[config.mk]
export PLATFORM = sky130hd
export DESIGN_NAME = mem_arbiter_flat
export DESIGN_NICKNAME = d
export VERILOG_FILES = /design/src/rtl/mem_arbiter_pkg.sv /design/src/rtl/mem_arbiter_if.sv /design/src/rtl/mem_arbiter_io_reg_bank.sv /design/src/rtl/mem_arbiter.sv /design/src/flat_wrapper.sv
export SDC_FILE = /design/constraint.sdc
export NUM_CORES = 1
export LEC_CHECK = 0
export ABC_AREA = 0
export CAP_MARGIN = 30
export CORE_MARGIN = 3
export CORE_UTILIZATION = 43
export DETAILED_ROUTE_END_ITERATION = 10
export PLACE_DENSITY_LB_ADDON = 0.1
export SLEW_MARGIN = 20
export SYNTH_ARGS = -nofsm -noshare
export SYNTH_HDL_FRONTEND = slang
export SYNTH_SLANG_ARGS = --single-unit
[constraint.sdc]
create_clock -name clk -period 6.5 [get_ports clk]
set_input_delay 1.3 -clock clk [delete_from_list [all_inputs] [get_ports clk]]
set_output_delay 1.3 -clock clk [all_outputs]
set_load 0.01 [all_outputs]
[src/rtl/mem_arbiter_pkg.sv]
// ---------------------------------------------------------------------------
// mem_arb_pkg
// Shared definitions for the framebuffer/data RAM arbiter:
//   - MMIO word offsets inside the 4-word I/O window
//   - core address classes and a pure decode function
// No ports (package).
// ---------------------------------------------------------------------------
package mem_arb_pkg;

   // Word offsets inside the MMIO window
   localparam logic [1:0] IO_BTN   = 2'd0;
   localparam logic [1:0] IO_X     = 2'd1;
   localparam logic [1:0] IO_Y     = 2'd2;
   localparam logic [1:0] IO_COLOR = 2'd3;

   typedef enum logic [1:0] {
      AC_RAM,
      AC_MMIO,
      AC_UNMAPPED
   } addr_class_e;

   // Classify a (zero-extended) core word address. RAM occupies the bottom
   // 2**fb_aw words; the MMIO window is four words starting at mmio_base.
   function automatic addr_class_e addr_class(input logic [31:0] addr,
                                              input int          fb_aw,
                                              input logic [31:0] mmio_base);
      if (addr < (32'd1 << fb_aw))
         return AC_RAM;
      if ((addr >= mmio_base) && (addr <= mmio_base + 32'd3))
         return AC_MMIO;
      return AC_UNMAPPED;
   endfunction

endpackage

[src/rtl/mem_arbiter_if.sv]
// ---------------------------------------------------------------------------
// mem_arbiter_if
// Bundles the three buses around the arbiter:
//   core_*  : CPU core request/grant + read return
//   vga_*   : VGA pixel fetcher request/grant + read return
//   mem_*   : single-port synchronous-read block RAM port
// modport slave  : the arbiter's view
// modport master : the surrounding system (core, VGA fetcher and RAM)
// ---------------------------------------------------------------------------
interface mem_arbiter_if #(
   parameter int DATA_W  = 16,
   parameter int CORE_AW = 24,
   parameter int FB_AW   = 15
);
   logic               core_req;
   logic               core_we;
   logic [CORE_AW-1:0] core_addr;
   logic [DATA_W-1:0]  core_wdata;
   logic               core_gnt;
   logic               core_rvalid;
   logic [DATA_W-1:0]  core_rdata;

   logic               vga_req;
   logic [FB_AW-1:0]   vga_addr;
   logic               vga_gnt;
   logic               vga_rvalid;
   logic [DATA_W-1:0]  vga_rdata;

   logic               mem_en;
   logic               mem_we;
   logic [FB_AW-1:0]   mem_addr;
   logic [DATA_W-1:0]  mem_wdata;
   logic [DATA_W-1:0]  mem_rdata;

   modport slave (
      input  core_req, core_we, core_addr, core_wdata,
      output core_gnt, core_rvalid, core_rdata,
      input  vga_req, vga_addr,
      output vga_gnt, vga_rvalid, vga_rdata,
      output mem_en, mem_we, mem_addr, mem_wdata,
      input  mem_rdata
   );

   modport master (
      output core_req, core_we, core_addr, core_wdata,
      input  core_gnt, core_rvalid, core_rdata,
      output vga_req, vga_addr,
      input  vga_gnt, vga_rvalid, vga_rdata,
      input  mem_en, mem_we, mem_addr, mem_wdata,
      output mem_rdata
   );
endinterface

[src/rtl/mem_arbiter_io_reg_bank.sv]
// ---------------------------------------------------------------------------
// io_reg_bank
// Samples the four MMIO sources every cycle, muxes the addressed sample for
// a core read, and keeps the sticky acc_been_read flag.
// Ports:
//   clk, rst_n   clock / async active-low reset
//   i_io_in0..3  button, x pos, y pos, colour sources
//   i_rd         accepted core read of the MMIO window this cycle
//   i_wr         accepted core write of the MMIO window this cycle
//   i_offset     word offset inside the window
//   o_rdata      sampled value at i_offset (combinational)
//   o_acc        acc_been_read flag
// ---------------------------------------------------------------------------
module io_reg_bank
   import mem_arb_pkg::*;
#(
   parameter int DATA_W = 16
) (
   input  logic              clk,
   input  logic              rst_n,
   input  logic [DATA_W-1:0] i_io_in0,
   input  logic [DATA_W-1:0] i_io_in1,
   input  logic [DATA_W-1:0] i_io_in2,
   input  logic [DATA_W-1:0] i_io_in3,
   input  logic              i_rd,
   input  logic              i_wr,
   input  logic [1:0]        i_offset,
   output logic [DATA_W-1:0] o_rdata,
   output logic              o_acc
);

   logic [DATA_W-1:0] r_sample [0:3];
   logic              r_acc;

   // NOTE: these four words are ordinary flops, not a RAM macro, so they are
   // reset; a real memory array would be left unreset and initialised by use.
   always_ff @(posedge clk or negedge rst_n) begin
      if (!rst_n) begin
         for (int i = 0; i < 4; i++) r_sample[i] <= '0;
      end else begin
         r_sample[0] <= i_io_in0;
         r_sample[1] <= i_io_in1;
         r_sample[2] <= i_io_in2;
         r_sample[3] <= i_io_in3;
      end
   end

   // Set has priority over clear.
   always_ff @(posedge clk or negedge rst_n) begin
      if (!rst_n)
         r_acc <= 1'b0;
      else if (i_rd && (i_offset == IO_BTN))
         r_acc <= 1'b1;
      else if (i_wr && (i_offset == IO_BTN))
         r_acc <= 1'b0;
   end

   // NOTE: o_rdata gets a default before the case so no path leaves it
   // unassigned, which would otherwise infer a latch.
   always_comb begin
      o_rdata = '0;
      case (i_offset)
         IO_BTN:   o_rdata = r_sample[0];
         IO_X:     o_rdata = r_sample[1];
         IO_Y:     o_rdata = r_sample[2];
         IO_COLOR: o_rdata = r_sample[3];
         default:  o_rdata = '0;
      endcase
   end

   assign o_acc = r_acc;

endmodule

[src/rtl/mem_arbiter.sv]
// ---------------------------------------------------------------------------
// mem_arbiter
// Shares the single-port synchronous-read RAM between the CPU core and the
// VGA fetcher with a bounded-starvation priority scheme, and decodes the
// 4-word MMIO window for the core.
// Ports:
//   clk, rst_n     clock / async active-low reset
//   bus            mem_arbiter_if.slave (core, VGA and RAM buses)
//   io_in0..3      MMIO sources: button, x pos, y pos, colour
//   acc_been_read  sticky: core has read MMIO word 0
// ---------------------------------------------------------------------------
module mem_arbiter
   import mem_arb_pkg::*;
#(
   parameter int                 DATA_W         = 16,
   parameter int                 CORE_AW        = 24,
   parameter int                 FB_AW          = 15,
   parameter logic [CORE_AW-1:0] MMIO_BASE      = 24'h00_8000,
   parameter int                 VGA_STREAK_MAX = 4
) (
   input  logic              clk,
   input  logic              rst_n,
   mem_arbiter_if.slave      bus,
   input  logic [DATA_W-1:0] io_in0,
   input  logic [DATA_W-1:0] io_in1,
   input  logic [DATA_W-1:0] io_in2,
   input  logic [DATA_W-1:0] io_in3,
   output logic              acc_been_read
);

   localparam int STREAK_W = $clog2(VGA_STREAK_MAX + 1);

   addr_class_e       w_class;
   logic              w_core_ram, w_core_nonram_rd, w_mmio;
   logic              w_streak_full, w_core_win, w_vga_win;
   logic [1:0]        w_offset;
   logic [DATA_W-1:0] w_io_rdata;
   logic              w_core_ram_ret, w_vga_ret;

   logic [STREAK_W-1:0] r_streak;
   logic                r_rd_pending;   // a RAM read was issued last cycle
   logic                r_owner_vga;    // ... and it belonged to VGA
   logic                r_core_io_rd;   // core non-RAM read issued last cycle
   logic [DATA_W-1:0]   r_core_hold;
   logic [DATA_W-1:0]   r_vga_hold;

   // ---------------- decode ----------------
   assign w_class          = addr_class(32'(bus.core_addr), FB_AW, 32'(MMIO_BASE));
   assign w_core_ram       = bus.core_req && (w_class == AC_RAM);
   assign w_mmio           = bus.core_req && (w_class == AC_MMIO);
   assign w_core_nonram_rd = bus.core_req && !bus.core_we && (w_class != AC_RAM);
   assign w_offset         = 2'(bus.core_addr - MMIO_BASE);

   // ---------------- arbitration ----------------
   // VGA wins contention until it has won VGA_STREAK_MAX contested cycles
   // in a row; then the core is forced through once.
   assign w_streak_full = (r_streak == STREAK_W'(VGA_STREAK_MAX));
   assign w_core_win    = w_core_ram && (!bus.vga_req || w_streak_full);
   assign w_vga_win     = bus.vga_req && !w_core_win;

   // Non-RAM core accesses never touch the RAM, so they are always granted.
   assign bus.core_gnt  = bus.core_req && (!w_core_ram || w_core_win);
   assign bus.vga_gnt   = w_vga_win;

   assign bus.mem_en    = w_core_win || w_vga_win;
   assign bus.mem_we    = w_core_win && bus.core_we;
   assign bus.mem_addr  = w_core_win ? bus.core_addr[FB_AW-1:0] : bus.vga_addr;
   assign bus.mem_wdata = bus.core_wdata;

   // NOTE: all state below uses non-blocking assignments so every flop
   // samples the pre-edge values, independent of statement order.
   always_ff @(posedge clk or negedge rst_n) begin
      if (!rst_n)
         r_streak <= '0;
      else if (w_core_ram && w_vga_win && !w_streak_full)
         r_streak <= r_streak + 1'b1;
      else if (!(w_core_ram && w_vga_win))
         r_streak <= '0;
   end

   // ---------------- read return ----------------
   always_ff @(posedge clk or negedge rst_n) begin
      if (!rst_n) begin
         r_rd_pending <= 1'b0;
         r_owner_vga  <= 1'b0;
         r_core_io_rd <= 1'b0;
      end else begin
         r_rd_pending <= bus.mem_en && !bus.mem_we;
         r_owner_vga  <= w_vga_win;
         r_core_io_rd <= w_core_nonram_rd;
      end
   end

   assign w_core_ram_ret = r_rd_pending && !r_owner_vga;
   assign w_vga_ret      = r_rd_pending &&  r_owner_vga;

   // RAM data is only valid in the return cycle, so it is passed straight
   // through then and captured into the hold register for later cycles.
   // A new MMIO/unmapped read overwrites the hold so its value shows next cycle.
   always_ff @(posedge clk or negedge rst_n) begin
      if (!rst_n) begin
         r_core_hold <= '0;
         r_vga_hold  <= '0;
      end else begin
         if (w_core_nonram_rd)
            r_core_hold <= (w_class == AC_MMIO) ? w_io_rdata : '0;
         else if (w_core_ram_ret)
            r_core_hold <= bus.mem_rdata;
         if (w_vga_ret)
            r_vga_hold <= bus.mem_rdata;
      end
   end

   assign bus.core_rvalid = w_core_ram_ret || r_core_io_rd;
   assign bus.core_rdata  = w_core_ram_ret ? bus.mem_rdata : r_core_hold;
   assign bus.vga_rvalid  = w_vga_ret;
   assign bus.vga_rdata   = w_vga_ret ? bus.mem_rdata : r_vga_hold;

   // ---------------- MMIO ----------------
   io_reg_bank #(.DATA_W(DATA_W)) u_io (
      .clk      (clk),
      .rst_n    (rst_n),
      .i_io_in0 (io_in0),
      .i_io_in1 (io_in1),
      .i_io_in2 (io_in2),
      .i_io_in3 (io_in3),
      .i_rd     (w_mmio && !bus.core_we),
      .i_wr     (w_mmio && bus.core_we),
      .i_offset (w_offset),
      .o_rdata  (w_io_rdata),
      .o_acc    (acc_been_read)
   );

endmodule
[src/flat_wrapper.sv]
// flat-port wrapper written by rule: the top's interface ports become plain ports
module mem_arbiter_flat import mem_arb_pkg::*;
#(
   parameter int                 DATA_W         = 16,
   parameter int                 CORE_AW        = 24,
   parameter int                 FB_AW          = 15,
   parameter logic [CORE_AW-1:0] MMIO_BASE      = 24'h00_8000,
   parameter int                 VGA_STREAK_MAX = 4
)
  (clk, rst_n, io_in0, io_in1, io_in2, io_in3, acc_been_read, bus_core_req, bus_core_we, bus_core_addr, bus_core_wdata, bus_core_gnt, bus_core_rvalid, bus_core_rdata, bus_vga_req, bus_vga_addr, bus_vga_gnt, bus_vga_rvalid, bus_vga_rdata, bus_mem_en, bus_mem_we, bus_mem_addr, bus_mem_wdata, bus_mem_rdata);
  mem_arbiter_if #(.DATA_W(DATA_W), .CORE_AW(CORE_AW), .FB_AW(FB_AW)) bus_i ();
  input  logic clk;
  input  logic rst_n;
  input  logic [DATA_W-1:0] io_in0;
  input  logic [DATA_W-1:0] io_in1;
  input  logic [DATA_W-1:0] io_in2;
  input  logic [DATA_W-1:0] io_in3;
  output logic acc_been_read;
  input wire logic [$bits(bus_i.core_req)-1:0] bus_core_req;
  input wire logic [$bits(bus_i.core_we)-1:0] bus_core_we;
  input wire logic [$bits(bus_i.core_addr)-1:0] bus_core_addr;
  input wire logic [$bits(bus_i.core_wdata)-1:0] bus_core_wdata;
  output wire logic [$bits(bus_i.core_gnt)-1:0] bus_core_gnt;
  output wire logic [$bits(bus_i.core_rvalid)-1:0] bus_core_rvalid;
  output wire logic [$bits(bus_i.core_rdata)-1:0] bus_core_rdata;
  input wire logic [$bits(bus_i.vga_req)-1:0] bus_vga_req;
  input wire logic [$bits(bus_i.vga_addr)-1:0] bus_vga_addr;
  output wire logic [$bits(bus_i.vga_gnt)-1:0] bus_vga_gnt;
  output wire logic [$bits(bus_i.vga_rvalid)-1:0] bus_vga_rvalid;
  output wire logic [$bits(bus_i.vga_rdata)-1:0] bus_vga_rdata;
  output wire logic [$bits(bus_i.mem_en)-1:0] bus_mem_en;
  output wire logic [$bits(bus_i.mem_we)-1:0] bus_mem_we;
  output wire logic [$bits(bus_i.mem_addr)-1:0] bus_mem_addr;
  output wire logic [$bits(bus_i.mem_wdata)-1:0] bus_mem_wdata;
  input wire logic [$bits(bus_i.mem_rdata)-1:0] bus_mem_rdata;
  assign bus_i.core_req = bus_core_req;
  assign bus_i.core_we = bus_core_we;
  assign bus_i.core_addr = bus_core_addr;
  assign bus_i.core_wdata = bus_core_wdata;
  assign bus_core_gnt = bus_i.core_gnt;
  assign bus_core_rvalid = bus_i.core_rvalid;
  assign bus_core_rdata = bus_i.core_rdata;
  assign bus_i.vga_req = bus_vga_req;
  assign bus_i.vga_addr = bus_vga_addr;
  assign bus_vga_gnt = bus_i.vga_gnt;
  assign bus_vga_rvalid = bus_i.vga_rvalid;
  assign bus_vga_rdata = bus_i.vga_rdata;
  assign bus_mem_en = bus_i.mem_en;
  assign bus_mem_we = bus_i.mem_we;
  assign bus_mem_addr = bus_i.mem_addr;
  assign bus_mem_wdata = bus_i.mem_wdata;
  assign bus_i.mem_rdata = bus_mem_rdata;
  mem_arbiter #(.DATA_W(DATA_W), .CORE_AW(CORE_AW), .FB_AW(FB_AW), .MMIO_BASE(MMIO_BASE), .VGA_STREAK_MAX(VGA_STREAK_MAX)) u_core (.clk(clk), .rst_n(rst_n), .bus(bus_i), .io_in0(io_in0), .io_in1(io_in1), .io_in2(io_in2), .io_in3(io_in3), .acc_been_read(acc_been_read));
endmodule
==> impl_metrics.toml, run 1 <==
[setup_path]
crit_start = "bus_core_addr[18]"
rr_startpoint = "u_core.r_streak[0]$_DFFE_PN0P_"
cp.arrival_ns = 4.17
cp_max_fo = 18
cp.required_ns = 5.20
endpoint_kind = "output port"
critPathKind = "in2out"
critPathLaunchType = "input port"

[final_layout]
drive_gt1_frac = 0.233
layout_common_cells = "176 x clkdlybuf4s50_1, 103 x dfrtp_1, 40 x mux2_2"
final_cell_area_mm2 = 0.00620
regArea_mm2 = 0.00258
syn2layout_area_growth_pct = 47.7
multi_input_area_mm2 = 0.00133
finalNetCount = 587
fill_cells = 729
n_antenna_cell = 0
final_common_cell = "clkdlybuf4s50_1"

[detailed_routing]
num_vias = 2682
routed_via_density = 4.63
routedWlPerCell_um = 16.5
first_pass_iters = 4
drc = 0
drtAntennaViolNets = 0
drtIter0Drc = 52
routed_wirelength_um = 9540

[clock_tree]
clk_latency_ns = 0.36
clock_sinks = 103
path_clk_slew_ns = 0.09
clockRootBuffer = "clkbuf_8"
cts_resized = 0
postCtsSetupRepairBufs = 0
cts_buffers = 9
hold_buffers = 0
h-tree-depth = 3
cts_tree = "built"
cts.path.max_buffers = 2

[yosys]
synthesis.nets = 421
synth-simple-area-share = 0.0519
synth_cells = 279
synth_compound_area_frac = 0.0397
avgSynthCellArea_um2 = 15.0
ys_ff_latch = 103
synth_top_family_by_area = "multiplexers"
synth_top_cell_area_share = 0.614
synth_mux_area_frac = 0.218
synth.distinct_cells = 35
ys_warn_count = 0
synth-xor-area-share = 0.00209
synthesis.area_mm2 = 0.00420
yosys.area.top_type = "dfrtp_1"
seq_area_frac_synth = 0.614
netlist_top_cells_area = "dfrtp_1 61%, mux2_2 11%, mux4_2 8.6%"
synthAdderAreaFrac = 0.00596

[sta]
grt_setup_unrepaired = "no"
period_minus_slack_ns = 5.47
finalCritPeriodShare = 0.841
finClkSkew_ns = 0.0168
tns_ns = 0
setup_violations = 0
hold_viol = 0
worst_pin_slew_ns = 0.976
slew_violations = 0
relSlewSlack = 0.349
max_freq_mhz = 183

[floorplan]
die_height_um = 105
core_area_mm2 = 0.00937
initial_core_util = 0.448
die_w_um = 105
rows = 35
die_area_mm2 = 0.0110
io_pins = 210

[run_status]
outcome = "finished clean"

[placed_design]
hpwl_um = 7550
placed_area_mm2 = 0.00596
port_buffers = 177
place_congestion = 0.772

[pwr]
ir_worst_vdd_mv = 0.125
p_leak_nw = 2.66
powerDensity_mw_per_mm2 = 220

[grt]
grt_max_degree = 81
grt_overflow = 0
grt_usage = 0.177
antenna_found_initial = 0
grt_pass1_vias = 2879
grt_pass1_wl_um = 15000

[run]
max-cap-violations = 0

[min_path]
hp-start = "u_core.r_streak[0]$_DFFE_PN0P_"
hold_path_class = "reg2reg"
## power by group
part           total, W  internal [W]  switching [W]  leakage, nW
clock network  0.000394      0.000155       0.000239        0.105
registers      0.000695      0.000685      0.0000103         1.23
logic          0.000273      0.000173      0.0000998         1.33
total           0.00136       0.00101       0.000349         2.66
## cells in the mapped netlist, drive strengths merged
master / number
inv: 22
or2: 2
nand2b: 1
buf: 24
and3: 1
o21ai: 17
ha: 2
mux4: 16
or4: 4
o311ai: 1
mux2: 47
nor3b: 1
nor2: 3
a21oi: 1
dfrtp: 103
nand2: 19
nor2b: 1
and2: 1
nor4b: 1
clkbuf: 4
a21boi: 1
o31ai: 1
o21a: 1
nor4: 3
nand4: 1
xnor2: 1
## cell families after synthesis
logic type                 count (synthesis)
muxes                                     63
DFF                                      103
xor gates and xnor gates                   1
and+or+nand+nor                           38
AOI/OAI and AO/OA                         22
adders and majority gates                  2
buffers and inverters                     50
## area by class of cell
cell class | instances | area share
clock inverters | 7 | 0.0135
inverters | 22 | 0.0133
clock buffers | 9 | 0.0200
flip-flops and latches | 103 | 0.416
multi-input cells | 126 | 0.215
well taps | 129 | 0.0260
repair buffers | 183 | 0.296
## routing by layer
layer,part of all wire,vias up,global-route usage
li1,-,1278,-
met1,0.41,1296,0.221
met2,0.51,95,0.298
met3,0.063,13,0.0531
met4,0.011,0,0.0487
met5,0,-,0
## worst paths after layout
check | endpoint | slack (ns) | cells after the start
min | u_core.r_streak[0]$_DFFE_PN0P_ | 0.49 | 1
min reg2reg | u_core.r_streak[0]$_DFFE_PN0P_ | 0.49 | 1
min in group asynchronous | u_core.r_vga_hold[7]$_DFF_PN0_ | 0.81 | 1
max | bus_mem_addr[1] | 1.03 | 6
max in group asynchronous | u_core.u_io.r_sample[19]$_DFF_PN0_ | 4.74 | 3
max reg2reg | u_core.r_owner_vga$_DFF_PN0_ | 4.41 | 5
## flip-flops by register name, summed over array words and instances (netlist names)
signal and cells:
u_core.u_io.r_sample 64, u_core.r_core_hold 16, u_core.r_vga_hold 16, u_core.r_streak 3, u_core.r_core_io_rd 1, u_core.r_owner_vga 1, u_core.r_rd_pending 1, u_core.u_io.o_acc 1
## worst max-delay path, cell delays in order
cell and delay (ns):
clkdlybuf4s50_1 0.39, or4_4 0.57, nor4_4 0.32, nand2b_1 0.58
mux2_2 0.50, clkdlybuf4s50_1 0.49
## per-stage QoR
stage / power (W) / util / setup slack [ns] / hold slack (ns) / cells
after floorplan: 0.000817 / - / 2.38 / 0.429 / 279
after global routing: 0.00143 / 0.661 / 0.884 / 0.524 / 579
after global placement: 0.000977 / 0.636 / 1.07 / 0.449 / 562
final: 0.00136 / 0.661 / 1.03 / 0.490 / 579
after detailed placement: 0.000983 / 0.636 / 1.03 / 0.477 / 562
after CTS: 0.00138 / 0.658 / 1.03 / 0.490 / 578
No activity file was read; power rests on OpenSTA's default activity.
==> run 2, diff against run 1 <==
--- a/config.mk
+++ b/config.mk
@@ -8,7 +8,7 @@
 export ABC_AREA = 0
 export CAP_MARGIN = 30
 export CORE_MARGIN = 3
-export CORE_UTILIZATION = 43
+export CORE_UTILIZATION = 36
 export DETAILED_ROUTE_END_ITERATION = 10
 export PLACE_DENSITY_LB_ADDON = 0.1
 export SLEW_MARGIN = 20
==> constraint.sdc (replaced) <==
create_clock -name clk -period 4.45 [get_ports clk]
set_input_delay 0.89 -clock clk [delete_from_list [all_inputs] [get_ports clk]]
set_output_delay 0.89 -clock clk [all_outputs]
set_load 0.01 [all_outputs]
==> impl_metrics.toml, run 2 (same netlist as run 1, synthesis figures left out) <==
[run_status]
outcome = "finished clean"

[floorplan]
die_area_mm2 = 0.0130
die_height_um = 114
core_area_mm2 = 0.0111
io_pins = 210
initial_core_util = 0.377
rows = 38
die_w_um = 114

[detailed_routing]
first_pass_iters = 4
drtAntennaViolNets = 0
routedWlPerCell_um = 17.3
drc = 0
drtIter0Drc = 107
routed_via_density = 4.57
num_vias = 2703
routed_wirelength_um = 10200

[setup_path]
crit_top_cell = "clkdlybuf4s50_1"
cp.required_ns = 3.56
slowest_stage = "or4_4"
cp.arrival_ns = 3.26
critPathLaunchType = "input port"
crit_path_max_incr_delay_ns = 0.57
rr_startpoint = "u_core.r_owner_vga$_DFF_PN0_"
endpoint_kind = "output port"
crit_start = "bus_core_addr[18]"
path_cells = "clkdlybuf4s50_1 -> or4_4 -> nor4_4 -> nand2b_1 -> buf_12 -> mux2_4 -> clkdlybuf4s50_1"
cp_max_fo = 17
critPathKind = "in2out"

[pwr]
total_power_w = 0.00219
powerDensity_mw_per_mm2 = 347
ir_worst_vdd_mv = 0.305
p_leak_nw = 2.71

[clock_tree]
postCtsSetupRepairBufs = 0
clk_latency_ns = 0.35
clockRootBuffer = "clkbuf_16"
clock_sinks = 103
cts_tree = "built"
h-tree-depth = 3
cts.path.max_buffers = 2
cts_buffers = 9
cts_resized = 0
hold_buffers = 0
path_clk_slew_ns = 0.07

[sta]
worst_pin_slew_ns = 0.871
finClkSkew_ns = 0.00669
slew_violations = 0
period_minus_slack_ns = 4.15
finalCritPeriodShare = 0.932
setup_violations = 0
hold_viol = 0
setup_ws_ns = 0.303
grt_setup_unrepaired = "no"
max_freq_mhz = 241
tns_ns = 0
relSlewSlack = 0.417

[placed_design]
dp_slack_ns = 0.301
dp.cells = 575
place_congestion = 0.759
placed_area_mm2 = 0.00601
port_buffers = 177
hpwl_um = 8050

[final_layout]
final_common_cell = "clkdlybuf4s50_1"
final_cells = 591
largestRegisters = "u_core.u_io.r_sample (64), u_core.r_core_hold (16), u_core.r_vga_hold (16)"
final_cell_area_mm2 = 0.00630
layout_common_cells = "176 x clkdlybuf4s50_1, 103 x dfrtp_1, 40 x mux2_2"
largest_reg_flops = 64
drive_gt1_frac = 0.237
multi_input_area_mm2 = 0.00134
finalNetCount = 588
regArea_mm2 = 0.00258
n_antenna_cell = 0
syn2layout_area_growth_pct = 50.3
fill_cells = 945
largest-register = "u_core.u_io.r_sample"

[grt]
grt_usage = 0.170
grt_pass1_vias = 3053
grt_max_degree = 41
antenna_found_initial = 0
grt_pass1_wl_um = 16600
grt_overflow = 0

[run]
max-cap-violations = 0

[min_path]
hold_path_class = "reg2reg"
hp-start = "u_core.r_streak[0]$_DFFE_PN0P_"
[run 2: changes by cell type in the layout (fill, tap and decap cells not counted)]
cell,change
clkbuf_16,+9
inv_8,-2
buf_12,+1
nor2b_2,+1
inv_6,+3
clkinv_4,-1
clkbuf_8,-7
nor2b_1,-1
buf_4,+1
buf_16,-1
clkinv_8,-2
[run 2: per-layer routing]
metal  vias to the layer above  routed length, µm  global-route usage
met2                        96               4890               0.263
met5                         -                  0                   0
met1                      1301               4290               0.214
li1                       1277                  -                   -
met4                         0                293              0.0776
met3                        29                765              0.0615
[run 2: per-stage QoR]
step,hold WS (ns),utilization
4_1_cts,0.470,0.567
3_3_place_gp,0.447,0.540
6_report,0.470,0.567
5_1_grt,0.503,0.567
2_1_floorplan,0.429,-
3_5_place_dp,0.456,0.540
[run 2: area by class of cell]
class                      count  share of cell area
tap                          140              0.0278
clock buffer                  11              0.0401
timing repair buffer         184               0.291
sequential                   103               0.409
multi-input combinational    126               0.212
clock inverter                 5             0.00734
inverter                      22              0.0131
[run 2: worst paths after layout]
path                                                endpoint  slack [ns]  cells after the start
min in group asynchronous   u_core.r_core_hold[12]$_DFF_PN0_        0.52                      1
max reg2reg                  u_core.r_core_hold[3]$_DFF_PN0_        2.66                      4
max                                         bus_mem_addr[13]        0.30                      7
min reg2reg                   u_core.r_streak[0]$_DFFE_PN0P_        0.47                      1
min                           u_core.r_streak[0]$_DFFE_PN0P_        0.47                      1
max in group asynchronous  u_core.u_io.r_sample[2]$_DFF_PN0_        3.04                      2
[run 2: worst max-delay path, delay by kind of cell]
family	cells	cell delay (ns)
simple gates	3	0.99
mux	1	0.29
buf+inv	3	1.07
[run 2: report_power, final]
| group | internal (W) | switching [W] |
|---|---|---|
| clock network | 0.000421 | 0.000351 |
| registers | 0.00100 | 0.0000159 |
| logic | 0.000250 | 0.000147 |
| total | 0.00167 | 0.000514 |
